**src/rtl/ysyx_24070016_idu_immenc_if.sv**
```systemverilog
// Command/beat bundle for the RV32I instruction encoder.
// The encoder takes the slave side; whoever drives commands takes the master side.
interface ysyx_24070016_idu_immenc_if;
  logic        in_valid;
  logic        in_ready;
  logic [4:0]  in_fmt;
  logic        in_li;
  logic [6:0]  in_opcode;
  logic [2:0]  in_funct3;
  logic [4:0]  in_rd;
  logic [4:0]  in_rs1;
  logic [4:0]  in_rs2;
  logic [31:0] in_imm;
  logic        out_valid;
  logic        out_ready;
  logic [31:0] out_inst;
  logic        out_last;
  logic        out_err;

  modport slave (
    input  in_valid, in_fmt, in_li, in_opcode, in_funct3, in_rd, in_rs1, in_rs2, in_imm,
    input  out_ready,
    output in_ready, out_valid, out_inst, out_last, out_err
  );

  modport master (
    output in_valid, in_fmt, in_li, in_opcode, in_funct3, in_rd, in_rs1, in_rs2, in_imm,
    output out_ready,
    input  in_ready, out_valid, out_inst, out_last, out_err
  );
endinterface

```
**src/rtl/ysyx_24070016_idu_immenc.sv**
```systemverilog
// Packs a field-level instruction description into an RV32I word; inverse of the IDU
// immediate generator. Load-immediate commands may expand into a LUI/ADDI pair.
module ysyx_24070016_idu_immenc (
  input logic                          clk,
  input logic                          rst_n,
  ysyx_24070016_idu_immenc_if.slave    bus
);

  typedef enum logic [1:0] {IDLE, EMIT1, EMIT2} state_e;

  localparam logic [6:0] OP_LUI  = 7'b0110111;
  localparam logic [6:0] OP_ADDI = 7'b0010011;

  state_e      state, state_nxt;
  logic [31:0] inst_q, second_q;
  logic        last_q, err_q;

  logic [31:0] enc_first, enc_second;
  logic        enc_last, enc_err;
  logic [11:0] li_lo;
  logic [19:0] li_hi;
  logic        imm_i_ok, imm_b_ok, imm_j_ok, imm_u_ok;
  logic        accept, consume;

  assign accept  = bus.in_valid & bus.in_ready;
  assign consume = bus.out_valid & bus.out_ready;

  // Immediate range checks; a failure flags out_err but the truncated word still goes out.
  assign imm_i_ok = (&bus.in_imm[31:11]) | ~(|bus.in_imm[31:11]);
  assign imm_b_ok = ((&bus.in_imm[31:12]) | ~(|bus.in_imm[31:12])) & ~bus.in_imm[0];
  assign imm_j_ok = ((&bus.in_imm[31:20]) | ~(|bus.in_imm[31:20])) & ~bus.in_imm[0];
  assign imm_u_ok = ~(|bus.in_imm[11:0]);

  // ADDI sign-extends its 12-bit operand, so the upper part is rounded up when lo is negative.
  assign li_lo = bus.in_imm[11:0];
  assign li_hi = bus.in_imm[31:12] + {19'd0, bus.in_imm[11]};

  // NOTE: every output of a combinational block gets a default first, so no path leaves
  // a variable unassigned and no latch is inferred.
  always_comb begin
    enc_first  = '0;
    enc_second = '0;
    enc_last   = 1'b1;
    enc_err    = 1'b0;
    if (bus.in_li) begin
      if (li_hi == 20'd0) begin
        enc_first = {li_lo, 5'd0, 3'b000, bus.in_rd, OP_ADDI};
      end else if (li_lo == 12'd0) begin
        enc_first = {li_hi, bus.in_rd, OP_LUI};
      end else begin
        enc_first  = {li_hi, bus.in_rd, OP_LUI};
        enc_second = {li_lo, bus.in_rd, 3'b000, bus.in_rd, OP_ADDI};
        enc_last   = 1'b0;
      end
    end else begin
      case (bus.in_fmt)
        5'b10000: begin
          enc_first = {bus.in_imm[11:0], bus.in_rs1, bus.in_funct3, bus.in_rd, bus.in_opcode};
          enc_err   = ~imm_i_ok;
        end
        5'b01000: begin
          enc_first = {bus.in_imm[11:5], bus.in_rs2, bus.in_rs1, bus.in_funct3,
                       bus.in_imm[4:0], bus.in_opcode};
          enc_err   = ~imm_i_ok;
        end
        5'b00100: begin
          enc_first = {bus.in_imm[12], bus.in_imm[10:5], bus.in_rs2, bus.in_rs1, bus.in_funct3,
                       bus.in_imm[4:1], bus.in_imm[11], bus.in_opcode};
          enc_err   = ~imm_b_ok;
        end
        5'b00010: begin
          enc_first = {bus.in_imm[31:12], bus.in_rd, bus.in_opcode};
          enc_err   = ~imm_u_ok;
        end
        5'b00001: begin
          enc_first = {bus.in_imm[20], bus.in_imm[10:1], bus.in_imm[11], bus.in_imm[19:12],
                       bus.in_rd, bus.in_opcode};
          enc_err   = ~imm_j_ok;
        end
        default: enc_err = 1'b1;
      endcase
    end
  end

  // NOTE: clocked state uses non-blocking assignments so every register samples
  // pre-edge values regardless of statement order.
  always_ff @(posedge clk or negedge rst_n) begin
    if (!rst_n) state <= IDLE;
    else        state <= state_nxt;
  end

  always_comb begin
    state_nxt = state;
    case (state)
      IDLE:    if (bus.in_valid)  state_nxt = EMIT1;
      EMIT1:   if (bus.out_ready) state_nxt = last_q ? IDLE : EMIT2;
      EMIT2:   if (bus.out_ready) state_nxt = IDLE;
      default: state_nxt = IDLE;
    endcase
  end

  always_comb begin
    bus.in_ready  = (state == IDLE);
    bus.out_valid = (state != IDLE);
  end

  // Beat registers only move on accept or on handing over to beat 2, so they hold under backpressure.
  always_ff @(posedge clk or negedge rst_n) begin
    if (!rst_n) begin
      inst_q   <= '0;
      second_q <= '0;
      last_q   <= 1'b0;
      err_q    <= 1'b0;
    end else if (accept) begin
      inst_q   <= enc_first;
      second_q <= enc_second;
      last_q   <= enc_last;
      err_q    <= enc_err;
    end else if (state == EMIT1 && consume && !last_q) begin
      inst_q <= second_q;
      last_q <= 1'b1;
      err_q  <= 1'b0;
    end
  end

  assign bus.out_inst = inst_q;
  assign bus.out_last = last_q;
  assign bus.out_err  = err_q;

endmodule

```
**src/flat_wrapper.sv**
```systemverilog
// flat-port wrapper written by rule: the top's interface ports become plain ports
module ysyx_24070016_idu_immenc_flat 
  (clk, rst_n, bus_in_valid, bus_in_fmt, bus_in_li, bus_in_opcode, bus_in_funct3, bus_in_rd, bus_in_rs1, bus_in_rs2, bus_in_imm, bus_out_ready, bus_in_ready, bus_out_valid, bus_out_inst, bus_out_last, bus_out_err);
  ysyx_24070016_idu_immenc_if bus_i ();
  input logic clk;
  input logic rst_n;
  input wire logic [$bits(bus_i.in_valid)-1:0] bus_in_valid;
  input wire logic [$bits(bus_i.in_fmt)-1:0] bus_in_fmt;
  input wire logic [$bits(bus_i.in_li)-1:0] bus_in_li;
  input wire logic [$bits(bus_i.in_opcode)-1:0] bus_in_opcode;
  input wire logic [$bits(bus_i.in_funct3)-1:0] bus_in_funct3;
  input wire logic [$bits(bus_i.in_rd)-1:0] bus_in_rd;
  input wire logic [$bits(bus_i.in_rs1)-1:0] bus_in_rs1;
  input wire logic [$bits(bus_i.in_rs2)-1:0] bus_in_rs2;
  input wire logic [$bits(bus_i.in_imm)-1:0] bus_in_imm;
  input wire logic [$bits(bus_i.out_ready)-1:0] bus_out_ready;
  output wire logic [$bits(bus_i.in_ready)-1:0] bus_in_ready;
  output wire logic [$bits(bus_i.out_valid)-1:0] bus_out_valid;
  output wire logic [$bits(bus_i.out_inst)-1:0] bus_out_inst;
  output wire logic [$bits(bus_i.out_last)-1:0] bus_out_last;
  output wire logic [$bits(bus_i.out_err)-1:0] bus_out_err;
  assign bus_i.in_valid = bus_in_valid;
  assign bus_i.in_fmt = bus_in_fmt;
  assign bus_i.in_li = bus_in_li;
  assign bus_i.in_opcode = bus_in_opcode;
  assign bus_i.in_funct3 = bus_in_funct3;
  assign bus_i.in_rd = bus_in_rd;
  assign bus_i.in_rs1 = bus_in_rs1;
  assign bus_i.in_rs2 = bus_in_rs2;
  assign bus_i.in_imm = bus_in_imm;
  assign bus_i.out_ready = bus_out_ready;
  assign bus_in_ready = bus_i.in_ready;
  assign bus_out_valid = bus_i.out_valid;
  assign bus_out_inst = bus_i.out_inst;
  assign bus_out_last = bus_i.out_last;
  assign bus_out_err = bus_i.out_err;
  ysyx_24070016_idu_immenc u_core (.clk(clk), .rst_n(rst_n), .bus(bus_i));
endmodule
```
**config.mk**
```make
export PLATFORM = sky130hd
export DESIGN_NAME = ysyx_24070016_idu_immenc_flat
export DESIGN_NICKNAME = d
export VERILOG_FILES = /design/src/rtl/ysyx_24070016_idu_immenc_if.sv /design/src/rtl/ysyx_24070016_idu_immenc.sv /design/src/flat_wrapper.sv
export SDC_FILE = /design/constraint.sdc
export NUM_CORES = 1
export LEC_CHECK = 0
export ABC_CLOCK_PERIOD_IN_PS = 3800
export CAP_MARGIN = 5
export CORE_ASPECT_RATIO = 1.2
export CORE_UTILIZATION = 37
export CTS_CLUSTER_SIZE = 20
export DETAILED_ROUTE_END_ITERATION = 16
export DONT_BUFFER_PORTS = 1
export REMOVE_ABC_BUFFERS = 1
export SKIP_CTS_REPAIR_TIMING = 1
export SLEW_MARGIN = 20
export SYNTH_ARGS = -nofsm -noshare
export SYNTH_HDL_FRONTEND = slang
export SYNTH_SLANG_ARGS = --single-unit
```
**constraint.sdc**
```tcl
create_clock -name clk -period 3.8 [get_ports clk]
set_input_delay 0.76 -clock clk [delete_from_list [all_inputs] [get_ports clk]]
set_output_delay 0.76 -clock clk [all_outputs]
set_load 0.01 [all_outputs]
```
Yosys cells after proc, flatten, opt, wreduce, memory -nomap -nowiden
Cells that the tools add are included.
W data, S select, Z words.
{"block": "totals", "ff_bits": 68, "inputBits": 67}
{"block": "classes", "addsub": 1, "eq_ne": 10, "muxes": 22, "bitwise": 14, "n_reduce_logical": 17}
{"op": "$mux W32", "count": 7}
{"op": "$pmux W32 S5", "count": 1}
{"op": "$reduce_or A12 Y1", "count": 2}
{"op": "$reduce_and A21 Y1", "count": 1}
{"op": "$reduce_or A21 Y1", "count": 1}
{"op": "$add A20 B1 Y20", "count": 1}
{"op": "$logic_not A20 Y1", "count": 1}
{"op": "$reduce_and A20 Y1", "count": 1}
{"op": "$reduce_or A20 Y1", "count": 1}
{"op": "$logic_not A12 Y1", "count": 1}
{"op": "$reduce_and A12 Y1", "count": 1}
{"op": "$mux W1", "count": 8}
{"op": "$mux W2", "count": 4}
{"op": "$not A1 Y1", "count": 7}
{"op": "$ne A2 B2 Y1 const B", "count": 3}
{"op": "$pmux W2 S3", "count": 1}
{"op": "$eq A5 B1 Y1 const B", "count": 1}
{"op": "$eq A5 B2 Y1 const B", "count": 1}
{"op": "$eq A5 B3 Y1 const B", "count": 1}
{"op": "$eq A5 B4 Y1 const B", "count": 1}
{"op": "$eq A5 B5 Y1 const B", "count": 1}
{"op": "$and A1 B1 Y1", "count": 4}
{"op": "$pmux W1 S4", "count": 1}
{"op": "$reduce_bool A2 Y1", "count": 2}
{"op": "8 further kinds", "count": 11}

Depth between registers and ports, before layout
Gate-level depths: netlist (run 1).
{"block": "depth", "word_depth": 8, "depth_mapped": 10, "depth_no_buf": 9}

Worst setup path before layout (run 1)
Ideal clock, no wire load.
{"block": "synth_path", "path_type": "input to register", "from": "input port bus_in_imm[11]", "to": "register u_core.second_q[21]", "arrival_time_ps": 3046, "slack_ps": 633, "cell_stages": 10, "path_buffers": 1, "path_cell_list": "ha_1 > ha_1 > nand3_1 > nor3_2 > or3_1 > a211o_1 > nor4_4 > a21oi_2 > buf_2 > a22o_1"}
{"block": "synth_via", "elab_chain_len": 4}
{"element": "start: declaration", "line_no": "flat_wrapper.sv:15", "text": "input wire logic [$bits(bus_i.in_imm)-1:0] bus_in_imm;"}
{"element": "$add A20 B1 Y20 or $logic_not A12 Y1 (tied branches)", "line_no": "ysyx_24070016_idu_immenc.sv:36, ysyx_24070016_idu_immenc.sv:48"}
{"element": "$logic_not A20 Y1 or $mux W32 (tied branches)", "line_no": "ysyx_24070016_idu_immenc.sv:46, ysyx_24070016_idu_immenc.sv:48"}
{"element": "$mux W32 *", "line_no": "ysyx_24070016_idu_immenc.sv:46", "text": "if (li_hi == 20'd0) begin"}
{"element": "$mux W32 *", "line_no": "ysyx_24070016_idu_immenc.sv:45", "text": "if (bus.in_li) begin"}
{"element": "end signal: assignment", "line_no": "ysyx_24070016_idu_immenc.sv:116", "text": "second_q <= enc_second;"}
{"element": "end: declaration", "line_no": "ysyx_24070016_idu_immenc.sv:15", "text": "logic [31:0] inst_q, second_q;"}
Mark *: on every way between the ends. The rest lies on a longest branch, timed or not.
A chain may end at the register's enable or synchronous reset.

Worst setup path after layout (run 1)
{"block": "layout_path", "from": "input port bus_in_imm[11]", "to": "register u_core.second_q[22]"}
The elaborated chain is that of the path after synthesis.

==> summary.md, run 1 <==
| Metric | Value |
|---|---|
| Fin. max-slew vios | 0 |
| Die width | 93.9 µm |
| Crit path capture | u_core.second_q[22]$_DFFE_PN0P_ |
| H-tree depth | 2 |
| Grt met2 use | 41.3% |
| Synth Area in Compound Gates | 30.8% |
| Clock Latency Late Sink | 0.30 ns |
| Largest family of logic cells by synthesized area | compound AO/OA/AOI/OAI gates |
| Rows | 39 |
| Post-synth cell types | 53 |
| Simple-gate portion of the synthesized area | 20.6% |
| Vias per cell | 6.74 |
| Clk_skew | 0.00539 ns |
| Final core utilization | 41.3% |
| Post-Synth XOR/XNOR Area | 5.61% |
| Worst R2R End | u_core.second_q[22]$_DFFE_PN0P_ |
| Via count | 3,698 |
| Share of the synthesized area in the top cell type | 36.1% |
| Fin crit period | 3.18 ns |
| Routed WL per cell | 23.6 µm |
| Pwr/cell area | 640 nW/µm² |
| Max-Cap Viols | 0 |
| Global route hottest layer | met2 |
| Yosys reg bits | 54 |
| M1 GR Usage | 31.8% |
| Area leader, netlist | dfrtp_1 |
| Multiplexer share of the synthesized area | 0.534% |
| Dpl hpwl | 9570 µm |
| Diode count | 0 |
| ANT nets after route | 0 |
| Worst-margin pin slew | 1.10 ns |
| Worst r2r path cells | 5 |
| CP endpoint kind | flip-flop |
| Overflow after GRT | 0 |
| DRC viols | 0 |
| First-pass GRT wire length | 20,100 µm |
| Input/output buffers | 0 |
| Peak VDD IR | 0.000252 V |
| Arrival time of the worst setup path | 3.41 ns |
| Global routing usage on met3 | 4.88% |
| Synth Area in Adders | 1.00% |
| Post-synth EDFFs | 0 |
| Post-synth design cell area | 3750 µm² |
| DIE HEIGHT | 112 µm |
| Startpoint class of the critical path | input port |
| Status | finished clean |
| RSZ-0062 raised after global routing | no |
| Post-Syn Instances | 447 |
| Min-Delay Path Class | input port to asynchronous set/reset pin |
| Syn. warnings | 0 |
| Num ports | 103 |
| Clock sinks | 54 |
| Register area share after synthesis | 36.1% |
| Slew HR | 26.3% |
| Pleak | 0.00155 µW |
| Number of global-route vias before repair | 3,582 |
| Drt pass-1 iters | 6 |
| All-Layer GR Usage | 25.0% |
| Maximum buffer depth of the clock tree | 2 |
| Inserted Clock Buffers | 5 |
| Share of cells above drive strength 1 | 5.16% |
| Critical path required time | 4.04 ns |
| Avg Synthesized Cell Area | 8.38 µm² |
| Sum Neg Setup Slack | 0 ns |
| Clk slew on worst S/H paths | 0.08 ns |
| Tcrit/Tclk final | 83.6% |
| CTS root buf | clkbuf_16 |
| Area Growth Syn to Fin | 6.61% |
| Critical path origin | bus_in_imm[11] |
| Layout Nets | 495 |
| Flop2flop setup slack | 1.09 ns |
| Total power draw | 2560 µW |
| Setup violators final | 0 |
| Die ar. | 10,500 µm² |
| TritonCTS clock tree | done |
| Final WL | 12,900 µm |
| RR Startpoint | u_core.state[1]$_DFFE_PN0P_ |
| DRT iter0 DRCs | 366 |
| Max Fclk | 0.315 GHz |
| Initial antenna violation count | 0 |
| Initial core utilization | 38.8% |
| Fillers | 993 |
| Pin count of the biggest net entering global routing | 55 |
| Main synth FF type | dfrtp_1 |
| Synth area leaders | dfrtp_1 36%, a22o_1 5.8%, o21ai_0 4.4%, nand2_1 4.3%, xnor2_1 3.7% |
| GP Congestion | 0.985 |
| Worst-path fanout max | 18 |
| Synth async-reset ratio | 100% |
| Core Box Area | 9660 µm² |
| Setup CP Type | input port to flip-flop |
| Final Hold Fails | 0 |
## cell usage in the layout (no fill, tap or decap), types with 9 or more instances in the layout
master and count:
a221oi_1 9, nor4_1 9, a31oi_1 12, o21ai_0 33, dfrtp_1 54, nand3_1 10
nand4_1 12, nand2_1 43, a22oi_1 14, a21oi_1 22, nor2_1 35, a22o_1 25
xnor2_1 16, nor3_1 9, inv_1 9
## sequential cells by signal (all words and copies together) (netlist names)
register / count
u_core.bus.out_err: 1
u_core.bus.out_inst: 32
u_core.bus.out_last: 1
u_core.second_q: 18
u_core.state: 2
## cells in the mapped netlist, types with 2 or more instances
master,number
dfrtp_1,54
nand2_1,43
nor2_1,35
o21ai_0,33
a22o_1,25
clkbuf_1,24
a21oi_1,23
xnor2_1,16
a22oi_1,14
a31oi_1,12
nand4_1,12
nand3_1,10
a221oi_1,9
buf_2,9
inv_1,9
nor3_1,9
nor4_1,9
o22ai_1,8
xor2_1,8
and3_1,7
a211oi_1,5
and4_1,5
nor2b_1,5
o21ai_1,5
or3_1,5
o211ai_1,4
a211o_1,3
a21o_1,3
a222oi_1,3
and2_1,3
buf_4,3
ha_1,3
nand2b_1,3
o21a_1,3
o22a_1,3
a311oi_1,2
a32o_1,2
mux2i_1,2
or4_1,2
## where the power goes
group	internal [µW]	total (µW)	switching, µW
Clock	396	620	224
Sequential	846	1120	277
Combinational	338	813	475
Total	1580	2560	976
## critical path, cell delays in order
cell     delay, ns
ha_1          0.20
ha_1          0.29
nand3_1       0.25
nor3_2        0.34
and4_1        0.28
o22a_1        0.22
nor4_4        0.06
buf_4         0.22
a21oi_2       0.55
a22o_1        0.22
## cells by family (layout without fill, tap and decap cells)
logic type                 count (synthesis)  in the layout
and+or+nand+nor                          152            152
DFF                                       54             54
AOI/OAI and AO/OA                        166            166
adders and majority gates                  3              3
buffers and inverters                     46             25
xor gates and xnor gates                  24             24
muxes                                      2              2
## worst min path at each step
stage | from | endpoint | slack (ns) | cells after the start
after global placement | u_core.second_q[4]$_DFFE_PN0P_ | u_core.second_q[4]$_DFFE_PN0P_ | 0.46 | 1
after detailed placement | rst_n | u_core.bus.out_inst[15]$_DFFE_PN0P_ | 0.47 | 0
after CTS | rst_n | u_core.bus.out_inst[27]$_DFFE_PN0P_ | 0.14 | 0
final | rst_n | u_core.bus.out_inst[27]$_DFFE_PN0P_ | 0.14 | 0
after global routing | rst_n | u_core.bus.out_inst[27]$_DFFE_PN0P_ | 0.13 | 0
after floorplan | u_core.second_q[4]$_DFFE_PN0P_ | u_core.second_q[4]$_DFFE_PN0P_ | 0.45 | 1
## final cells by class
type / instances / area (µm²) / share of cell area (%)
multi-input cells: 347 / 2200 / 55.0
clock buffers: 6 / 139 / 3.48
repair buffers: 8 / 60.1 / 1.50
clock inverters: 2 / 60.1 / 1.50
inverters: 9 / 33.8 / 0.846
well taps: 123 / 154 / 3.85
flip-flops and latches: 54 / 1350 / 33.8
## stage by stage
| stage | cell area (µm²) | cells | hold slack [ns] | setup slack (ns) |
|---|---|---|---|---|
| floorplan | 3580 | 410 | 0.450 | 0.442 |
| global placement | 3800 | 541 | 0.464 | 0.483 |
| detailed placement | 3800 | 541 | 0.466 | 0.339 |
| CTS | 4000 | 549 | 0.143 | 0.658 |
| global route | 4000 | 549 | 0.134 | 0.501 |
| finish | 4000 | 549 | 0.144 | 0.624 |
## metal layers
layer / wire length [µm] / up-vias
li1: - / 1656
met1: 5110 / 1814
met2: 6410 / 200
met3: 1110 / 28
met4: 310 / 0
met5: 0 / -
No activity file was read; power rests on OpenSTA's default activity.
==> run 2, diff against run 1 <==
- ABC_CLOCK_PERIOD_IN_PS: 3800 -> 3000
- clock period: 3.8 -> 3 ns (I/O delays scaled with it)
==> summary.md, run 2 (synthesis results as in run 1) <==
| Metric | Value |
|---|---|
| Max-Cap Viols | 0 (unchanged) |
| Commonest non-fill, non-tap cell in the layout | dfrtp_1 (unchanged) |
| Initial antenna violation count | 0 (unchanged) |
| RSZ-0062 raised after global routing | no (unchanged) |
| Worst-margin pin slew | 0.880 ns (was 1.10 ns) |
| Final Hold Fails | 0 (unchanged) |
| Maximum buffer depth of the clock tree | 2 (unchanged) |
| DIE HEIGHT | 112 µm (unchanged) |
| Core Box Area | 9660 µm² (unchanged) |
| Clock Latency Late Sink | 0.30 ns (about the same) |
| Die ar. | 10,500 µm² (unchanged) |
| GP Congestion | 0.925 (was 0.985) |
| Place WS | 0.00712 ns (was 0.339 ns) |
| Share of cells above drive strength 1 | 7.76% (was 5.16%) |
| Most frequent cells in the layout | 54 x dfrtp_1, 43 x nand2_1, 35 x nor2_1 (unchanged) |
| DRC viols | 0 (unchanged) |
| Switch Pwr | 1240 µW (was 976 µW) |
| Dpl hpwl | 9630 µm (was 9570 µm) |
| Final WL | 12,800 µm (was 12,900 µm) |
| Status | finished clean (unchanged) |
| Initial core utilization | 38.8% (unchanged) |
| DRT iter0 DRCs | 324 (was 366) |
| Input/output buffers | 0 (unchanged) |
| Share of power burned in registers | 45.4% (was 43.9%) |
| Switch share | 39.3% (was 38.2%) |
| Clk slew on worst S/H paths | 0.07 ns (was 0.08 ns) |
| Clk_skew | 0.00497 ns (was 0.00539 ns) |
| Arrival time of the worst setup path | 2.88 ns (was 3.41 ns) |
| Diode count | 0 (unchanged) |
| Logic pwr share | 33.2% (was 31.8%) |
| Via count | 3,591 (was 3,698) |
| Sum Neg Setup Slack | 0 ns (unchanged) |
| CP endpoint kind | flip-flop (unchanged) |
| Setup violators final | 0 (unchanged) |
| Overflow after GRT | 0 (unchanged) |
| Internal power | 1910 µW (was 1580 µW) |
| Area Growth Syn to Fin | 8.65% (was 6.61%) |
| Worst-path fanout max | 9 (was 18) |
| Hold_ws | 0.140 ns (was 0.144 ns) |
| ANT nets after route | 0 (unchanged) |
| Peak VDD IR | 0.000405 V (was 0.000252 V) |
| Max Fclk | 0.371 GHz |
| Flop2flop setup slack | 0.60 ns (was 1.09 ns) |
| Setup ws final | 0.303 ns (was 0.624 ns) |
| H-tree depth | 2 (unchanged) |
| First-pass GRT wire length | 20,300 µm (was 20,100 µm) |
| Inserted Clock Buffers | 5 (unchanged) |
| Num ports | 103 (unchanged) |
| Number of global-route vias before repair | 3,547 (was 3,582) |
| CTS root buf | clkbuf_16 (unchanged) |
| Startpoint class of the critical path | input port (unchanged) |
| Pwr/cell area | 773 nW/µm² (was 640 nW/µm²) |
| Min-Delay Path Class | input port to asynchronous set/reset pin (unchanged) |
| Tcrit/Tclk final | 89.9% |
| TritonCTS clock tree | done (unchanged) |
| Layout Nets | 507 (was 495) |
| Vias per cell | 6.40 (was 6.74) |
| Pleak | 0.00160 µW (was 0.00155 µW) |
| Clock share of power | 21.4% (was 24.3%) |
| Drt pass-1 iters | 5 (was 6) |
| Total power draw | 3150 µW (was 2560 µW) |
| Max reg flops | 32 (unchanged) |
| Critical path required time | 3.18 ns (was 4.04 ns) |
| Clock sinks | 54 (unchanged) |
| Fin. max-slew vios | 0 (unchanged) |
| Die width | 93.9 µm (unchanged) |
| Slew HR | 41.1% (was 26.3%) |
| All-Layer GR Usage | 25.3% (was 25.0%) |
| Pin count of the biggest net entering global routing | 55 (unchanged) |
| Fin crit period | 2.70 ns |
| Setup CP Type | input port to flip-flop (unchanged) |
| Rows | 39 (unchanged) |
| Routed WL per cell | 22.8 µm (was 23.6 µm) |
-- run 2: layer usage --
layer | wire [µm] | part of all wire, % | vias to the layer above | global-route usage (%)
li1 | - | - | 1672 | -
met1 | 5220 | 41 | 1741 | 33.3
met2 | 6100 | 48 | 158 | 39.8
met3 | 1100 | 8.6 | 20 | 6.78
met4 | 359 | 2.8 | 0 | 9.13
met5 | 0 | 0 | - | 0
-- run 2: area by class of cell --
cell class                      count  area (µm²)
Clock buffer                        5         125
Clock inverter                      3        40.0
Inverter                            9        33.8
Sequential cell                    54        1350
Timing Repair Buffer               20         170
Fill cell                         990        5590
Tap cell                          123         154
Multi-Input combinational cell    347        2200
-- run 2: worst paths after layout --
| check | startpoint | end | cells after the start |
|---|---|---|---|
| setup / recovery | bus_in_imm[11] | u_core.bus.out_inst[5]$_DFFE_PN0P_ | 10 |
| hold / removal | rst_n | u_core.bus.out_inst[15]$_DFFE_PN0P_ | 1 |
| setup reg to reg | u_core.state[1]$_DFFE_PN0P_ | u_core.bus.out_inst[10]$_DFFE_PN0P_ | 5 |
| hold reg to reg | u_core.second_q[4]$_DFFE_PN0P_ | u_core.second_q[4]$_DFFE_PN0P_ | 1 |
| max in group asynchronous | rst_n | u_core.second_q[25]$_DFFE_PN0P_ | 1 |
| min in group clk | bus_in_li | u_core.bus.out_err$_DFFE_PN0P_ | 1 |
-- run 2: per-stage QoR --
| step | utilization, % | std cells | cell area [µm²] |
|---|---|---|---|
| 2_1_floorplan | - | 410 | 3580 |
| 3_3_place_gp | 40.1 | 552 | 3880 |
| 3_5_place_dp | 40.1 | 552 | 3880 |
| 4_1_cts | 41.9 | 560 | 4040 |
| 5_1_grt | 42.1 | 561 | 4070 |
| 6_report | 42.1 | 561 | 4070 |
-- run 2: power groups by stage --
stage	clock [µW]	combinational, µW	sequential [µW]
floorplan	0	773	1350
global placement	0	1010	1430
detailed placement	0	1030	1430
CTS	682	1020	1430
global route	702	1200	1470
finish	673	1040	1430
-- run 2: critical path, stage by stage --
cell     delay [ns]
ha_1           0.22
ha_1           0.21
nand3_1        0.17
nor3_2         0.09
or3_1          0.32
a211o_1        0.32
nor4_4         0.43
buf_4          0.25
and3_1         0.19
o21ai_0        0.08
==> run 3, diff against run 2 <==
- ABC_AREA: not set -> 1
- SKIP_LAST_GASP: not set -> 1
==> summary.md, run 3 <==
| Metric | Value |
|---|---|
| Status | finished clean (unchanged) |
| Vias per cell | 5.58 (was 6.40) |
| DRT iter0 DRCs | 244 (was 324) |
| Synth Area in Compound Gates | 19.2% (was 30.8%) |
| Share of power burned in registers | 48.6% (was 45.4%) |
| Final Hold Fails | 0 (unchanged) |
| Synth area leaders | dfrtp_1 37%, nand2_1 15%, o21ai_0 7.7%, nor2_1 6.7%, inv_1 6.1% (was dfrtp_1 36%, a22o_1 5.8%, o21ai_0 4.4%, nand2_1 4.3%, xnor2_1 3.7%) |
| Via count | 3,702 (was 3,591) |
| Maximum buffer depth of the clock tree | 2 (unchanged) |
| Clock share of power | 21.0% (was 21.4%) |
| Core Box Area | 9560 µm² (was 9660 µm²) |
| RSZ-0062 raised after global routing | no (unchanged) |
| Startpoint class of the critical path | input port (unchanged) |
| Routed WL per cell | 18.5 µm (was 22.8 µm) |
| Dpl hpwl | 9660 µm (was 9630 µm) |
| Switch share | 40.3% (was 39.3%) |
| Post-Synth XOR/XNOR Area | 2.40% (was 5.61%) |
| Tcrit/Tclk final | 83.7% (was 89.9%) |
| Slew HR | 55.6% (was 41.1%) |
| GP Congestion | 0.907 (was 0.925) |
| Main synth FF type | dfrtp_1 (unchanged) |
| Critical path required time | 3.17 ns (was 3.18 ns) |
| Worst-margin pin slew | 0.665 ns (was 0.880 ns) |
| Logic pwr share | 30.3% (was 33.2%) |
| Slowest stage delay, CP | 0.24 ns (was 0.43 ns) |
| Post-synth cell types | 36 (was 53) |
| Commonest non-fill, non-tap cell in the layout | nand2_1 (was dfrtp_1) |
| Max reg flops | 32 (unchanged) |
| Worst-path fanout max | 15 (was 9) |
| Simple-gate portion of the synthesized area | 31.7% (was 20.6%) |
| Register area share after synthesis | 37.0% (was 36.1%) |
| Syn. warnings | 0 (unchanged) |
| DIE HEIGHT | 111 µm (was 112 µm) |
| Die ar. | 10,300 µm² (was 10,500 µm²) |
| First-pass GRT wire length | 19,500 µm (was 20,300 µm) |
| Num ports | 103 (unchanged) |
| Crit path cell chain | ha_1, ha_1, nand2_1, nor2_1, nand2_1, nor2_2, xor2_1, nand3_1, nor2_4, nand2_2, nand3_1, buf_4, o21ai_0 (was ha_1, ha_1, nand3_1, nor3_2, or3_1, a211o_1, nor4_4, buf_4, and3_1, o21ai_0) |
| CTS root buf | clkbuf_16 (unchanged) |
| Layout Nets | 610 (was 507) |
| Largest family of logic cells by synthesized area | simple AND/OR/NAND/NOR gates (was compound AO/OA/AOI/OAI gates) |
| Setup CP Type | input port to flip-flop (unchanged) |
| Synth cell count leaders | 147 x nand2_1, 65 x nor2_1, 59 x inv_1 (was 54 x dfrtp_1, 43 x nand2_1, 35 x nor2_1) |
| TritonCTS clock tree | done (unchanged) |
| Final WL | 12,300 µm (was 12,800 µm) |
| Place WS | 0.164 ns (was 0.00712 ns) |
| Diode count | 0 (unchanged) |
| Peak VDD IR | 0.000261 V (was 0.000405 V) |
| Pwr/cell area | 721 nW/µm² (was 773 nW/µm²) |
| Area Growth Syn to Fin | 8.60% (was 8.65%) |
| Max-Cap Viols | 0 (unchanged) |
| Max Fclk | 0.398 GHz (was 0.371 GHz) |
| Pin count of the biggest net entering global routing | 55 (unchanged) |
| Internal power | 1710 µW (was 1910 µW) |
| Yosys reg bits | 54 (unchanged) |
| Slowest stage cell, crit path | xor2_1 (was nor4_4) |
| Die width | 92.7 µm (was 93.9 µm) |
| Most frequent cells in the layout | 147 x nand2_1, 64 x nor2_1, 59 x inv_1 (was 54 x dfrtp_1, 43 x nand2_1, 35 x nor2_1) |
| Min-Delay Path Class | input port to asynchronous set/reset pin (unchanged) |
| H-tree depth | 2 (unchanged) |
| Post-synth design cell area | 3650 µm² (was 3750 µm²) |
| Avg Synthesized Cell Area | 6.75 µm² (was 8.38 µm²) |
| Clk_skew | 0.00486 ns (was 0.00497 ns) |
| Switch Pwr | 1150 µW (was 1240 µW) |
| All-Layer GR Usage | 24.6% (was 25.3%) |
| Post-synth EDFFs | 0 (unchanged) |
| Setup violators final | 0 (unchanged) |
| Rows | 39 (unchanged) |
| Placed cell count | 655 (was 552) |
| ANT nets after route | 0 (unchanged) |
| Number of global-route vias before repair | 3,614 (was 3,547) |
| Non-filler instance count after layout | 664 (was 561) |
| Synth Area in Adders | 1.03% (was 1.00%) |
| Clock Latency Late Sink | 0.30 ns (about the same) |
| Fin crit period | 2.51 ns (was 2.70 ns) |
| Multiplexer share of the synthesized area | 0% (was 0.534%) |
| Area leader, netlist | dfrtp_1 (unchanged) |
| Share of the synthesized area in the top cell type | 37.0% (was 36.1%) |
| Initial antenna violation count | 0 (unchanged) |
| Count leader, synth | nand2_1 (was dfrtp_1) |
| Share of cells above drive strength 1 | 5.55% (was 7.76%) |
| Drt pass-1 iters | 5 (unchanged) |
| Overflow after GRT | 0 (unchanged) |
| Final core utilization | 41.5% (was 42.1%) |
| Input/output buffers | 0 (unchanged) |
| Initial core utilization | 38.2% (was 38.8%) |
| Clock sinks | 54 (unchanged) |
| Clk slew on worst S/H paths | 0.07 ns (about the same) |
| CP endpoint kind | flip-flop (unchanged) |
| Fin. max-slew vios | 0 (unchanged) |
| Setup ws final | 0.488 ns (was 0.303 ns) |
| Pleak | 0.00184 µW (was 0.00160 µW) |
| Synth async-reset ratio | 100% (unchanged) |
| Arrival time of the worst setup path | 2.69 ns (was 2.88 ns) |
| DRC viols | 0 (unchanged) |
| Inserted Clock Buffers | 5 (unchanged) |
| Post-Syn Instances | 541 (was 447) |
-- run 3: changes by cell type in the layout (fill, tap and decap cells not counted), moves of 8 or more --
cell | before | now
a22oi_1 | 14 | 6
a22o_1 | 25 | 2
nand2_1 | 43 | 147
inv_1 | 9 | 59
nor2_1 | 35 | 64
buf_4 | 19 | 8
nand3_1 | 10 | 31
a31oi_1 | 12 | 2
xnor2_1 | 16 | 2
o21ai_0 | 33 | 56
-- run 3: stage by stage --
stage	area [µm²]	setup TNS, ns	power (µW)	hold WS [ns]
finish	3970	0	2860	0.142
detailed placement	3780	0	2260	0.306
global placement	3780	0	2240	0.306
CTS	3940	0	2860	-0.0122
global route	3970	0	3070	0.176
floorplan	3570	-0.0617	1960	0.304
-- run 3: layout make-up --
cell class                 instances  area, µm²
multi-input combinational        408       1990
clock buffer                       6        139
timing repair buffer               9       87.6
fill                            1075       5600
clock inverter                     2       12.5
inverter                          62        235
sequential                        54       1350
tap                              123        154
-- run 3: worst paths after layout --
kind | cells after the start | slack, ns | start | end
max | 13 | 0.49 | bus_in_imm[11] | u_core.second_q[19]$_DFFE_PN0P_
min | 1 | 0.14 | rst_n | u_core.second_q[22]$_DFFE_PN0P_
max in group asynchronous | 1 | 2.59 | rst_n | u_core.bus.out_inst[0]$_DFFE_PN0P_
max reg2reg | 9 | 0.68 | u_core.state[1]$_DFFE_PN0P_ | u_core.bus.out_last$_DFFE_PN0P_
min in group clk | 1 | 0.39 | bus_out_ready | u_core.state[0]$_DFFE_PN0P_
min reg2reg | 2 | 0.48 | u_core.second_q[26]$_DFFE_PN0P_ | u_core.second_q[26]$_DFFE_PN0P_
-- run 3: power by group through the flow --
| stage | clock network, µW | logic [µW] | registers, µW |
|---|---|---|---|
| after global routing | 633 | 1000 | 1430 |
| after CTS | 613 | 852 | 1400 |
| after floorplan | 0 | 633 | 1330 |
| final | 601 | 867 | 1390 |
| after detailed placement | 0 | 849 | 1410 |
| after global placement | 0 | 830 | 1410 |
-- run 3: layer usage --
layer | track usage [%] | up-vias | share of wire, %
met3 | 5.56 | 16 | 6.8
met2 | 40.5 | 117 | 49
li1 | - | 1791 | -
met5 | 0 | - | 0
met1 | 31.8 | 1778 | 42
met4 | 8.10 | 0 | 2.3
-- run 3: kinds of logic after synthesis --
logic type / after synthesis
simple gates: 273
buf+inv: 79
fa+ha+maj: 3
flops: 54
xor+xnor: 10
compound gates: 122
-- run 3: critical path: cells and delay by family --
| kind | cells | cell delay, ns |
|---|---|---|
| buf+inv | 1 | 0.21 |
| xor+xnor | 1 | 0.24 |
| compound gates | 1 | 0.10 |
| fa+ha+maj | 2 | 0.38 |
| simple gates | 8 | 1.15 |
